--- config.mk ---
export PLATFORM = sky130hd
export DESIGN_NAME = fpu_div_issue
export DESIGN_NICKNAME = d
export VERILOG_FILES = /design/src/rtl/fpu_div_issue_pkg.sv /design/src/rtl/fpu_div_issue_fsm.sv /design/src/rtl/fpu_div_issue.sv
export SDC_FILE = /design/constraint.sdc
export NUM_CORES = 1
export LEC_CHECK = 0
export CORE_MARGIN = 4
export CORE_UTILIZATION = 43
export DETAILED_ROUTE_END_ITERATION = 8
export GPL_TIMING_DRIVEN = 0
export HOLD_SLACK_MARGIN = 0.05
export PLACE_DENSITY = 0.8
export SYNTH_ARGS = -nofsm -noshare
export SYNTH_HDL_FRONTEND = slang
export SYNTH_SLANG_ARGS = --single-unit
--- constraint.sdc ---
create_clock -name clock -period 2.17 [get_ports clock]
set_clock_uncertainty 0.05 [all_clocks]
set_input_delay 0.434 -clock clock [delete_from_list [all_inputs] [get_ports clock]]
set_output_delay 0.434 -clock clock [all_outputs]
set_load 0.02 [all_outputs]
--- src/rtl/fpu_div_issue_pkg.sv ---
// rtl/fpu_div_issue_pkg.sv - shared types and constants for the fpuDiv issue stage
package fpu_div_issue_pkg;

    typedef logic [15:0] fp16_t;
    typedef logic [31:0] fp32_t;

    typedef struct packed {
        logic z;
        logic c;
        logic n;
        logic v;
    } condCode_t;

    typedef struct packed {
        logic invalid;
        logic divByZero;
        logic overflow;
        logic underflow;
        logic inexact;
    } opStatusFlag_t;

    typedef enum logic [2:0] {
        IDLE,
        CLEAR,
        LAUNCH,
        BUSY,
        HOLD
    } fpDivIssueState_t;

    localparam fp16_t FP16_QNAN = 16'h7E00;
    localparam fp32_t FP32_QNAN = 32'h7FC0_0000;

    // Canonical quiet NaN for the supported operand widths, right-aligned.
    function automatic logic [31:0] qnanBits(input int width);
        return (width == 32) ? FP32_QNAN : {16'h0000, FP16_QNAN};
    endfunction

endpackage

--- src/rtl/fpu_div_issue_fsm.sv ---
// rtl/fpu_div_issue_fsm.sv - sequencing FSM and watchdog for the fpuDiv issue stage
module fpu_div_issue_fsm
    import fpu_div_issue_pkg::*;
#(
    parameter int TIMEOUT = 64
) (
    input  logic clock,
    input  logic reset,
    input  logic inValid,
    input  logic outReady,
    input  logic divDone,
    output logic inReady,
    output logic divReset,
    output logic divStart,
    output logic outValid,
    output logic loadOps,
    output logic capture,
    output logic abort
);

    localparam int CW = $clog2(TIMEOUT + 1);
    localparam logic [CW-1:0] LAST = CW'(TIMEOUT - 1);
    localparam logic [CW-1:0] SAT  = {CW{1'b1}};

    fpDivIssueState_t state;
    fpDivIssueState_t nextState;
    logic [CW-1:0]    watchdog;

    always_ff @(posedge clock) begin
        if (reset) begin
            state <= IDLE;
        end else begin
            state <= nextState;
        end
    end

    always_ff @(posedge clock) begin
        if (reset) begin
            watchdog <= '0;
        end else if (state == LAUNCH) begin
            watchdog <= '0;
        end else if (state == BUSY && watchdog != SAT) begin
            watchdog <= watchdog + 1'b1;
        end
    end

    assign inReady  = (state == IDLE) && !reset;
    assign divReset = reset || (state == CLEAR);
    assign divStart = (state == LAUNCH);
    assign outValid = (state == HOLD);

    always_comb begin
        nextState = state;
        loadOps   = 1'b0;
        capture   = 1'b0;
        abort     = 1'b0;
        case (state)
            IDLE: begin
                if (inValid && inReady) begin
                    loadOps   = 1'b1;
                    nextState = CLEAR;
                end
            end
            CLEAR:  nextState = LAUNCH;
            LAUNCH: nextState = BUSY;
            BUSY: begin
                // A completion seen on the watchdog's last cycle still counts.
                if (divDone) begin
                    capture   = 1'b1;
                    nextState = HOLD;
                end else if (watchdog == LAST) begin
                    abort     = 1'b1;
                    nextState = HOLD;
                end
            end
            HOLD: begin
                if (outReady) begin
                    nextState = IDLE;
                end
            end
            default: nextState = IDLE;
        endcase
    end

endmodule

--- src/rtl/fpu_div_issue.sv ---
// rtl/fpu_div_issue.sv - operand/result registers around the fpuDiv issue FSM
module fpu_div_issue
    import fpu_div_issue_pkg::*;
#(
    parameter type FP_T    = fp16_t,
    parameter int  TIMEOUT = 64
) (
    input  logic          clock,
    input  logic          reset,
    input  logic          inValid,
    output logic          inReady,
    input  FP_T           opA,
    input  FP_T           opB,
    output logic          outValid,
    input  logic          outReady,
    output FP_T           result,
    output condCode_t     resCond,
    output opStatusFlag_t resFlags,
    output logic          timeout,
    output FP_T           divIn1,
    output FP_T           divIn2,
    output logic          divStart,
    output logic          divReset,
    input  FP_T           divOut,
    input  condCode_t     divCond,
    input  opStatusFlag_t divFlags,
    input  logic          divDone
);

    localparam FP_T QNAN = FP_T'(qnanBits($bits(FP_T)));

    FP_T  operA;
    FP_T  operB;
    logic loadOps;
    logic capture;
    logic abort;

    fpu_div_issue_fsm #(
        .TIMEOUT(TIMEOUT)
    ) fsm (
        .clock   (clock),
        .reset   (reset),
        .inValid (inValid),
        .outReady(outReady),
        .divDone (divDone),
        .inReady (inReady),
        .divReset(divReset),
        .divStart(divStart),
        .outValid(outValid),
        .loadOps (loadOps),
        .capture (capture),
        .abort   (abort)
    );

    always_ff @(posedge clock) begin
        if (reset) begin
            operA    <= '0;
            operB    <= '0;
            result   <= '0;
            resCond  <= '0;
            resFlags <= '0;
            timeout  <= 1'b0;
        end else begin
            if (loadOps) begin
                operA <= opA;
                operB <= opB;
            end
            if (capture) begin
                result   <= divOut;
                resCond  <= divCond;
                resFlags <= divFlags;
                timeout  <= 1'b0;
            end else if (abort) begin
                result   <= QNAN;
                resCond  <= '0;
                resFlags <= '0;
                timeout  <= 1'b1;
            end
        end
    end

    assign divIn1 = operA;
    assign divIn2 = operB;

endmodule

# Word level (Yosys, flattened, before mapping)
# Cells that the tools add are included.
# Widths: inputs -> output; s select.
[totals]
ff_bits = 68
output_inout_bits = 62
elab_cells = 53
[classes]
add_sub_neg = 1
n_eq_ne = 9
n_mux = 18
n_reduce_logical = 10
[ops]
columns = ["op", "count"]
rows = [
  ["$mux 16", 2],
  ["$pmux 3 s5", 1],
  ["$mux 3", 4],
  ["$mux 5", 2],
  ["$mux 4", 2],
  ["$add 7x1->7 const B", 1],
  ["$eq 7x6->1 const B", 1],
  ["$mux 1", 7],
  ["$ne 7x7->1 const B", 1],
  ["$eq 3x2->1 const B", 2],
  ["$reduce_or 2->1", 2],
  ["$eq 3x1->1 const B", 1],
  ["$eq 3x3->1 const B", 1],
  ["$logic_and 1x1->1", 3],
  ["$logic_not 3->1", 1],
  ["$ne 3x3->1 const B", 1],
  ["$reduce_and 3->1", 1],
  ["$ne 2x1->1 const B", 1],
  ["$ne 2x2->1 const B", 1],
  ["$reduce_bool 2->1", 1],
  ["$logic_not 1->1", 1],
  ["$logic_or 1x1->1", 1],
]

# Depth between registers and ports, before layout
# Gate-level depths: netlist (run 1).
[depth]
ltp_word = 6
ltp_mapped = 6
mapped_depth_nobuf = 4

# Cells and area by module
# From an unflattened synthesis (run 1), not the netlist that was laid out.
[hier_totals]
hier_cells = 282
area_unflattened_um2 = 2786.4
[by_module_without_submodules]
columns = ["mod", "n_inst", "cells_per_inst", "area_per_inst_um2"]
rows = [
  ["fpu_div_issue", 1, 214, 2178.3],
  ["fpu_div_issue_fsm", 1, 68, 608.1],
]

# Worst setup path after synthesis (run 1)
# No wires, ideal clock.
[synth_path]
path_type = "register -> output"
from = "reg fsm.state[0]"
to = "out divStart"
t_arrival_ns = 1.197
required_time_ns = 1.686
slack_ns = 0.489
stages_incl_launch_ff = 5
path_buffers = 2
cell_sequence = "dfxtp_1 > buf_2 > or3b_2 > clkbuf_1 > inv_1"
[synth_via]
elab_chain_len = 1
[synth_lines]
columns = ["element", "line", "text"]
rows = [
  ["from (decl)", "fpu_div_issue_fsm.sv:25", "fpDivIssueState_t state;"],
  ["from (signal assigned)", "fpu_div_issue_fsm.sv:33", "state <= nextState;"],
  ["$eq 3x2->1", "fpu_div_issue_fsm.sv:49", "assign divStart = (state == LAUNCH);"],
  ["to (decl)", "fpu_div_issue.sv:22", "output logic divStart,"],
]
# Every way passes these cells.

# Worst setup path after layout (run 1)
# Same ends and word-level chain as after synthesis.

==> flow_metrics.tcl, run 1 <==
set metrics [dict create \
    finalSetupTns_ns 0 \
    crit_buf_inv 3 \
    portBuffers 123 \
    dp_cells 502 \
    initial_utilization 0.445 \
    synth_nets 346 \
    rsz0062_at_grt "false" \
    endpoint_kind "output pin" \
    drtIter0Drc 117 \
    drcViolationCount 0 \
    finalCritPeriodShare 0.955 \
    yosysUniqueCellTypes 37 \
    clock_latency_ns 0.35 \
    syn_avg_cell_area_um2 10.7 \
    fp.coreArea_um2 6830 \
    powerDensity_nw_per_um2 683 \
    detail-route-antenna-nets 0 \
    mostFrequentLayoutCells "clkdlybuf4s50_1 (118), dfxtp_1 (68), nor2b_1 (32), mux2_4 (30)" \
    setup_viol 0 \
    clock-root-buffer "clkbuf_8" \
    area_delta_synth_final_pct 52.1 \
    cts_buffers 9 \
    ys_ff_latch 68 \
    async_flop_share 0 \
    place_area_um2 4390 \
    status "finished, final reports clean" \
    drive_gt1_frac 0.178 \
    whs_ns 0.461 \
    antenna_found_initial 0 \
    arrival_ns 1.59 \
    irDropWorstVdd_v 0.000377 \
    crit_path_top_delay_cell "or3b_4" \
    place.gp.congestion 0.842 \
    cts_max_level 3 \
    pin_count 124 \
    finalHoldViolCount 0 \
    final_common_cell "clkdlybuf4s50_1" \
    postLayoutCoreUtil 0.676 \
    synth_edf_count 0 \
    grt_pass1_vias 2640 \
    stdcell_area_um2 4620 \
    fmaxAchievable_ghz 0.483 \
    via_count 2775 \
    path_max_fanout 10 \
    ys.flop_type "dfxtp_1" \
    die_h_um 92.0 \
    maxCapViolCount 0 \
    path_delay_family "buffers and inverters" \
    dr.pass1.iters 4 \
    relSlewSlack 0.666 \
    synthCells 283 \
    hold_path.class "flip-flop to flip-flop" \
    dp_slack_ns -0.591 \
    clk_path_buf_depth 2 \
    die_w_um 92.0 \
    cellLeakagePower_nw 1.80 \
    wl_mm 8.56 \
    cp_slowest_stage_delay_ns 0.44 \
    fin_crit_ns 2.07 \
    grt_pass1_wl_mm 13.5 \
    tightest_slew_ns 0.501 \
    critPathKind "flip-flop to output pin" \
    hpwl_mm 6.21 \
    clkTransAtPathRegs_ns 0.07 \
    synth_area_um2 3040 \
    via_per_inst 5.37 \
    required_ns 1.69 \
    finalNonFillerCells 517 \
    yosysWarnings 0 \
    finalPower_mw 3.15 \
    die_area_um2 8470 \
    grt_remaining_overflow 0 \
    crit_path_cell_trace "buf_2, or3b_4, inv_1, clkdlybuf4s15_2" \
    tritoncts "yes" \
    rows 30 \
    setup_slack_ns 0.0978 \
    nets 479 \
    cts_num_sinks 68 \
    antenna_cells 0 \
    wl_per_cell_um 16.6 \
    cp-start-kind "flip-flop" \
    grt_max_degree 13 \
    gr-usage-all-layers 0.200 \
    drv_slew 0 \
    synth-seq-area-share 0.448 \
]
## layout make-up
| class | instances | area [um^2] |
|---|---|---|
| tap | 96 | 120 |
| sequential | 68 | 1360 |
| clock buffer | 10 | 138 |
| fill | 548 | 2210 |
| buffer | 26 | 166 |
| multi-input combinational | 185 | 1510 |
| clock inverter | 6 | 86.3 |
| timing repair buffer | 123 | 1230 |
| inverter | 3 | 11.3 |
## worst min-delay path: cells and delay by family (launching register included)
family | cells | cell delay, ns
flops | 1 | 0.33
simple gates | 1 | 0.07
mux | 1 | 0.06
## routing by layer
metal / global-route usage / vias up / part of all wire
met4: 0.0532 / 0 / 0.014
li1: - / 1310 / -
met5: 0 / - / 0
met3: 0.0615 / 12 / 0.066
met2: 0.336 / 102 / 0.48
met1: 0.248 / 1351 / 0.44
## path summary, 6_finish.rpt
check	endpoint	start	slack, ns	cells past startpoint
max	divStart	fsm.state[0]	0.1	4
min	fsm.watchdog[1]	fsm.watchdog[1]	0.46	2
max reg2reg	result[8]	fsm.watchdog[0]	0.42	6
min reg2reg	fsm.watchdog[1]	fsm.watchdog[1]	0.46	2
## flip-flops by register name (all words and copies together), names as in the netlist
name          cells
fsm.state         3
timeout           1
divIn1           16
result           16
divIn2           16
resCond           4
fsm.watchdog      7
resFlags          5
## cells by family after synthesis
family / Yosys count / share of synthesized area
AO/OA/AOI/OAI: 85 / 0.193
adder cells (fa/ha/maj): 1 / 0.00412
buffers and inverters: 30 / 0.0569
flip-flops: 68 / 0.448
multiplexers: 35 / 0.166
AND/OR/NAND/NOR: 64 / 0.132
## power breakdown
| group | total (mW) | switching [mW] | internal [mW] |
|---|---|---|---|
| logic | 0.621 | 0.270 | 0.351 |
| registers | 1.34 | 0.0320 | 1.31 |
| clock network | 1.19 | 0.509 | 0.678 |
## cell usage after synthesis (2+ instances only)
| cell | count | share of area |
|---|---|---|
| a211oi_1 | 21 | 0.052 |
| a21oi_1 | 21 | 0.035 |
| a31oi_1 | 21 | 0.043 |
| a41oi_1 | 3 | 0.0087 |
| and3_1 | 2 | 0.0041 |
| and3b_1 | 2 | 0.0058 |
| and4_1 | 2 | 0.0058 |
| buf_2 | 9 | 0.015 |
| buf_6 | 6 | 0.022 |
| clkbuf_1 | 11 | 0.014 |
| dfxtp_1 | 68 | 0.45 |
| inv_1 | 3 | 0.0037 |
| mux2_2 | 2 | 0.0074 |
| mux2_4 | 30 | 0.15 |
| mux2i_1 | 3 | 0.0099 |
| nand2_1 | 5 | 0.0062 |
| nand3_1 | 4 | 0.0066 |
| nand3b_1 | 3 | 0.0074 |
| nor2_1 | 5 | 0.0062 |
| nor2b_1 | 32 | 0.066 |
| nor3_1 | 3 | 0.0049 |
| o21ai_0 | 2 | 0.0033 |
| o21ba_2 | 6 | 0.020 |
| o221ai_1 | 6 | 0.017 |
## timing repair
item / CTS / global route
gates resized for setup: 13 / 0
setup endpoints to repair: 4 / 0
buffers inserted: 0 / 0
hold buffers: 0 / 0
No activity file was read; power rests on OpenSTA's default activity.
==> run 2: changes to the inputs <==
--- a/config.mk
+++ b/config.mk
@@ -5,8 +5,9 @@
 export SDC_FILE = /design/constraint.sdc
 export NUM_CORES = 1
 export LEC_CHECK = 0
+export ABC_AREA = 1
 export CORE_MARGIN = 4
-export CORE_UTILIZATION = 43
+export CORE_UTILIZATION = 41
 export DETAILED_ROUTE_END_ITERATION = 8
 export GPL_TIMING_DRIVEN = 0
 export HOLD_SLACK_MARGIN = 0.05
==> flow_metrics.tcl, run 2 <==
set metrics [dict create \
    power.switching_mw 0.839 \
    final_common_cell "clkdlybuf4s50_1" \
    die_w_um 88.0 \
    required_ns 1.69 \
    grt_pass1_vias 2668 \
    gr-usage-all-layers 0.195 \
    maxCapViolCount 0 \
    synth_top_area_frac 0.519 \
    synthCells 342 \
    clk_path_buf_depth 2 \
    cts_num_sinks 68 \
    seqCellArea_um2 1360 \
    setup_viol 0 \
    tightest_slew_ns 0.478 \
    dp_slack_ns -0.479 \
    synthMuxAreaShare 0 \
    critPathKind "input pin to output pin" \
    rsz0062_at_grt "false" \
    synth_xor_area_frac 0.00668 \
    detail-route-antenna-nets 0 \
    via_count 2613 \
    multi_input_area_um2 983 \
    cp-start-kind "input pin" \
    switching_share 0.268 \
    worstHoldEndpoint "timeout" \
    ys.flop_type "dfxtp_1" \
    r2r_end "resFlags[4]" \
    synth-seq-area-share 0.519 \
    synth_fa_ha_area_frac 0.00477 \
    seqPwrFrac 0.447 \
    fill_cells 529 \
    area_delta_synth_final_pct 58.4 \
    synth_area_um2 2620 \
    portBuffers 123 \
    async_flop_share 0 \
    grt_remaining_overflow 0 \
    reg2regPathDepth 7 \
    grt_max_degree 18 \
    mostFrequentLayoutCells "clkdlybuf4s50_1 (119), dfxtp_1 (68), nand3_1 (56), inv_1 (45), nand2_1 (41)" \
    cts_buffers 9 \
    path_max_fanout 17 \
    finalHoldViolCount 0 \
    ys_ff_latch 68 \
    wl_mm 7.22 \
    yosysWarnings 0 \
    syn_avg_cell_area_um2 7.67 \
    hold_path_depth 2 \
    clkTransAtPathRegs_ns 0.06 \
    cellLeakagePower_nw 1.73 \
    clock-root-buffer "clkbuf_8" \
    synth_common_cells "dfxtp_1 (68), nand3_1 (56), inv_1 (45), nand2_1 (41), o21ai_1 (40)" \
    hold_path.class "flip-flop to flip-flop" \
    p_clk_frac 0.349 \
    antenna_cells 0 \
    initial_utilization 0.433 \
    drv_slew 0 \
    synthTopCellsByArea "dfxtp_1 (52%), nand3_1 (11%), o21ai_1 (7.6%)" \
    synth-compound-area-share 0.136 \
    tritoncts "yes" \
    combPwrFrac 0.204 \
    grt_pass1_wl_mm 11.7 \
    antenna_found_initial 0 \
    fp.coreArea_um2 6060 \
    whs_ns 0.414 \
    drtIter0Drc 152 \
    dr.pass1.iters 4 \
    drcViolationCount 0 \
    reg2reg_slack_ns 0.43 \
    nets 538 \
    postLayoutCoreUtil 0.686 \
    cts_hold_buf 0 \
    yosys.area_share.simple 0.224 \
    clock_latency_ns 0.34 \
    post-synth-top-count-cell "dfxtp_1" \
    synth_edf_count 0 \
    synth_top_family_by_area "simple AND/OR/NAND/NOR gates" \
    drive_gt1_frac 0.0814 \
    synth_nets 405 \
    yosysUniqueCellTypes 25 \
    die_area_um2 7740 \
    synth_area_leader_cell "dfxtp_1" \
    finalSetupTns_ns 0 \
    die_h_um 88.0 \
    post_cts.repair.setup_buffers 0 \
    setup_slack_ns 0.0709 \
    min-delay-start "timeout" \
    fmaxAchievable_ghz 0.476 \
    via_per_inst 4.72 \
    pin_count 124 \
    place.gp.congestion 0.783 \
    cts_max_level 3 \
    arrival_ns 1.62 \
    worstReg2RegStart "fsm.watchdog[0]" \
    relSlewSlack 0.679 \
    hpwl_mm 5.41 \
    wl_per_cell_um 13.0 \
    powerDensity_nw_per_um2 753 \
    fin_crit_ns 2.10 \
    power.internal_mw 2.29 \
    irDropWorstVdd_v 0.000572 \
    endpoint_kind "output pin" \
    status "finished, final reports clean" \
    finalCritPeriodShare 0.967 \
    rows 28 \
]
-- run 2: cell count changes in the layout (fill, tap and decap cells not counted), sizes merged, moves of 20 or more --
cell | previous run | this run
inv | 4 | 56
a31oi | 21 | 1
o21ai | 2 | 41
nand2 | 6 | 42
nor2b | 32 | 0
a211oi | 21 | 1
mux2 | 32 | 0
nand3 | 4 | 56
-- run 2: kinds of logic (layout without fill, tap and decap cells) --
kind of cell	Yosys count	after routing
simple gates	128	128
buf+inv	74	211
compound gates	69	69
flops	68	68
xor+xnor	2	2
fa+ha+maj	1	1
-- run 2: per-layer routing --
layer  up-vias  part of all wire  GRT usage
li1       1367                 -          -
met1      1150              0.41      0.219
met2        84              0.47      0.323
met3        12             0.097     0.0818
met4         0             0.020     0.0851
met5         -                 0          0
-- run 2: stage by stage --
stage               area, um^2  std cells  power, mW
finish                    4160        554       3.13
global route              4160        554       3.29
CTS                       4150        554       3.17
detailed placement        3950        540       2.07
global placement          3950        540       2.06
floorplan                 2620        342       1.72
-- run 2: worst max path at each step --
stage	to	from	cells after the start	slack, ns
floorplan	inReady	reset	2	0.42
global placement	divReset	reset	5	-0.47
detailed placement	divReset	reset	5	-0.48
CTS	inReady	reset	4	0.01
global route	divReset	reset	4	0.03
finish	divReset	reset	4	0.07
-- run 2: power groups by stage --
stage / clock [mW] / combinational [mW] / sequential, mW
floorplan: 0 / 0.196 / 1.52
global route: 1.19 / 0.690 / 1.41
detailed placement: 0 / 0.645 / 1.42
global placement: 0 / 0.637 / 1.42
finish: 1.09 / 0.637 / 1.40
CTS: 1.12 / 0.645 / 1.40
-- run 2: layout make-up --
| cell class | instances | area share |
|---|---|---|
| flip-flops and latches | 68 | 0.328 |
| repair buffers | 123 | 0.294 |
| multi-input cells | 200 | 0.237 |
| inverters | 56 | 0.0512 |
| clock buffers | 10 | 0.0307 |
| well taps | 75 | 0.0226 |
| clock inverters | 5 | 0.0187 |
| plain buffers | 17 | 0.0187 |
-- run 2: repair_timing --
action	CTS	global route
gates cloned	0	0
setup endpoints to repair	4	2
resized for setup	10	4
-- run 2: worst max-delay path, stage by stage --
cell	delay, ns
clkdlybuf4s50_1	0.61
inv_4	0.14
nand2_1	0.08
dlygate4sd2_1	0.35
==> run 3: changes to the inputs <==
--- a/config.mk
+++ b/config.mk
@@ -15,3 +15,4 @@
 export SYNTH_ARGS = -nofsm -noshare
 export SYNTH_HDL_FRONTEND = slang
 export SYNTH_SLANG_ARGS = --single-unit
+export TNS_END_PERCENT = 50
==> flow_metrics.tcl, run 3 (synthesis gave the netlist of run 2 again) <==
set metrics [dict create \
    status "finished, final reports clean" \
    worstHoldEndpoint "timeout" \
    rows 28 \
    hold_path.class "flip-flop to flip-flop" \
    post_cts.repair.setup_buffers 0 \
    irDropWorstVdd_v 0.000572 \
    maxCapViolCount 0 \
    relSlewSlack 0.679 \
    wl_per_cell_um 13.0 \
    endpoint_kind "output pin" \
    die_area_um2 7740 \
    finalHoldViolCount 0 \
    clock-root-buffer "clkbuf_8" \
    dr.pass1.iters 4 \
    hpwl_mm 5.41 \
    cts_buffers 9 \
    cts_max_level 3 \
    arrival_ns 1.64 \
    clock_latency_ns 0.34 \
    die_w_um 88.0 \
    worstReg2RegStart "fsm.watchdog[0]" \
    antenna_cells 0 \
    clkTransAtPathRegs_ns 0.06 \
    grt_remaining_overflow 0 \
    clk_path_buf_depth 2 \
    wl_mm 7.22 \
    hold_path_depth 2 \
    fp.coreArea_um2 6060 \
    setup_viol 0 \
    grt_max_degree 18 \
    portBuffers 123 \
    via_per_inst 4.71 \
    fin_crit_ns 2.12 \
    setup_slack_ns 0.0456 \
    rsz0062_at_grt "true" \
    drv_slew 0 \
    final_common_cell "clkdlybuf4s50_1" \
    seqCellArea_um2 1360 \
    detail-route-antenna-nets 0 \
    cellLeakagePower_nw 1.73 \
    area_delta_synth_final_pct 58.3 \
    nets 538 \
    critPathKind "input pin to output pin" \
    required_ns 1.69 \
    grt_pass1_wl_mm 11.7 \
    fill_cells 530 \
    drive_gt1_frac 0.0814 \
    reg2reg_slack_ns 0.43 \
    min-delay-start "timeout" \
    cp-start-kind "input pin" \
    gr-usage-all-layers 0.195 \
    initial_utilization 0.433 \
    reg2regPathDepth 7 \
    path_max_fanout 17 \
    finalPower_mw 3.13 \
    r2r_end "resFlags[4]" \
    powerDensity_nw_per_um2 754 \
    drcViolationCount 0 \
    place.gp.congestion 0.783 \
    dp_slack_ns -0.479 \
    multi_input_area_um2 983 \
    mostFrequentLayoutCells "clkdlybuf4s50_1 (119), dfxtp_1 (68), nand3_1 (56), inv_1 (45), nand2_1 (41)" \
    fmaxAchievable_ghz 0.471 \
    die_h_um 88.0 \
    drtIter0Drc 152 \
    grt_pass1_vias 2668 \
    finalCritPeriodShare 0.979 \
    antenna_found_initial 0 \
    tightest_slew_ns 0.478 \
    via_count 2612 \
    tritoncts "yes" \
    pin_count 124 \
    cts_num_sinks 68 \
]
run 3: critical path: stages:
cell	delay [ns]
clkdlybuf4s50_1	0.58
inv_2	0.18
nand2_1	0.10
dlygate4sd2_1	0.35
run 3: worst max-delay path by stage:
stage / start / endpoint / slack (ns)
2_1_floorplan: reset / inReady / 0.42
3_3_place_gp: reset / divReset / -0.47
3_5_place_dp: reset / divReset / -0.48
4_1_cts: reset / inReady / 0.01
5_1_grt: reset / divReset / -0.02
6_report: reset / divReset / 0.05
run 3: power by group:
part	internal [mW]	total [mW]	switching, mW
registers	1.34	1.40	0.0585
logic	0.313	0.637	0.323
clock network	0.637	1.09	0.457
run 3: final cells by class:
type | count | share of cell area
Buffer | 17 | 0.0187
Sequential cell | 68 | 0.328
Timing Repair Buffer | 123 | 0.294
Clock buffer | 10 | 0.0307
Multi-Input combinational cell | 200 | 0.237
Tap cell | 75 | 0.0226
Clock inverter | 5 | 0.0187
Inverter | 56 | 0.0506
run 3: metal layers:
metal / wire [um] / global-route usage / part of all wire / vias to the layer above
li1: - / - / - / 1366
met1: 2970 / 0.219 / 0.41 / 1150
met2: 3400 / 0.323 / 0.47 / 84
met3: 701 / 0.0818 / 0.097 / 12
met4: 146 / 0.0851 / 0.020 / 0
met5: 0 / 0 / 0 / -
run 3: what timing repair did:
item | CTS | global route
hold buffers | 0 | 0
gates resized for setup | 10 | 2
setup endpoints to repair | 4 | 2
hold endpoints to repair | 0 | 0
run 3: per-stage QoR:
| stage | utilization | std cells | area, um^2 | hold WS (ns) | setup TNS (ns) |
|---|---|---|---|---|---|
| after floorplan | - | 342 | 2620 | 0.397 | 0 |
| after global placement | 0.652 | 540 | 3950 | 0.404 | -0.909 |
| after detailed placement | 0.652 | 540 | 3950 | 0.406 | -0.902 |
| after CTS | 0.685 | 554 | 4150 | 0.416 | 0 |
| after global routing | 0.685 | 554 | 4150 | 0.444 | -0.0199 |
| final | 0.685 | 554 | 4150 | 0.414 | 0 |
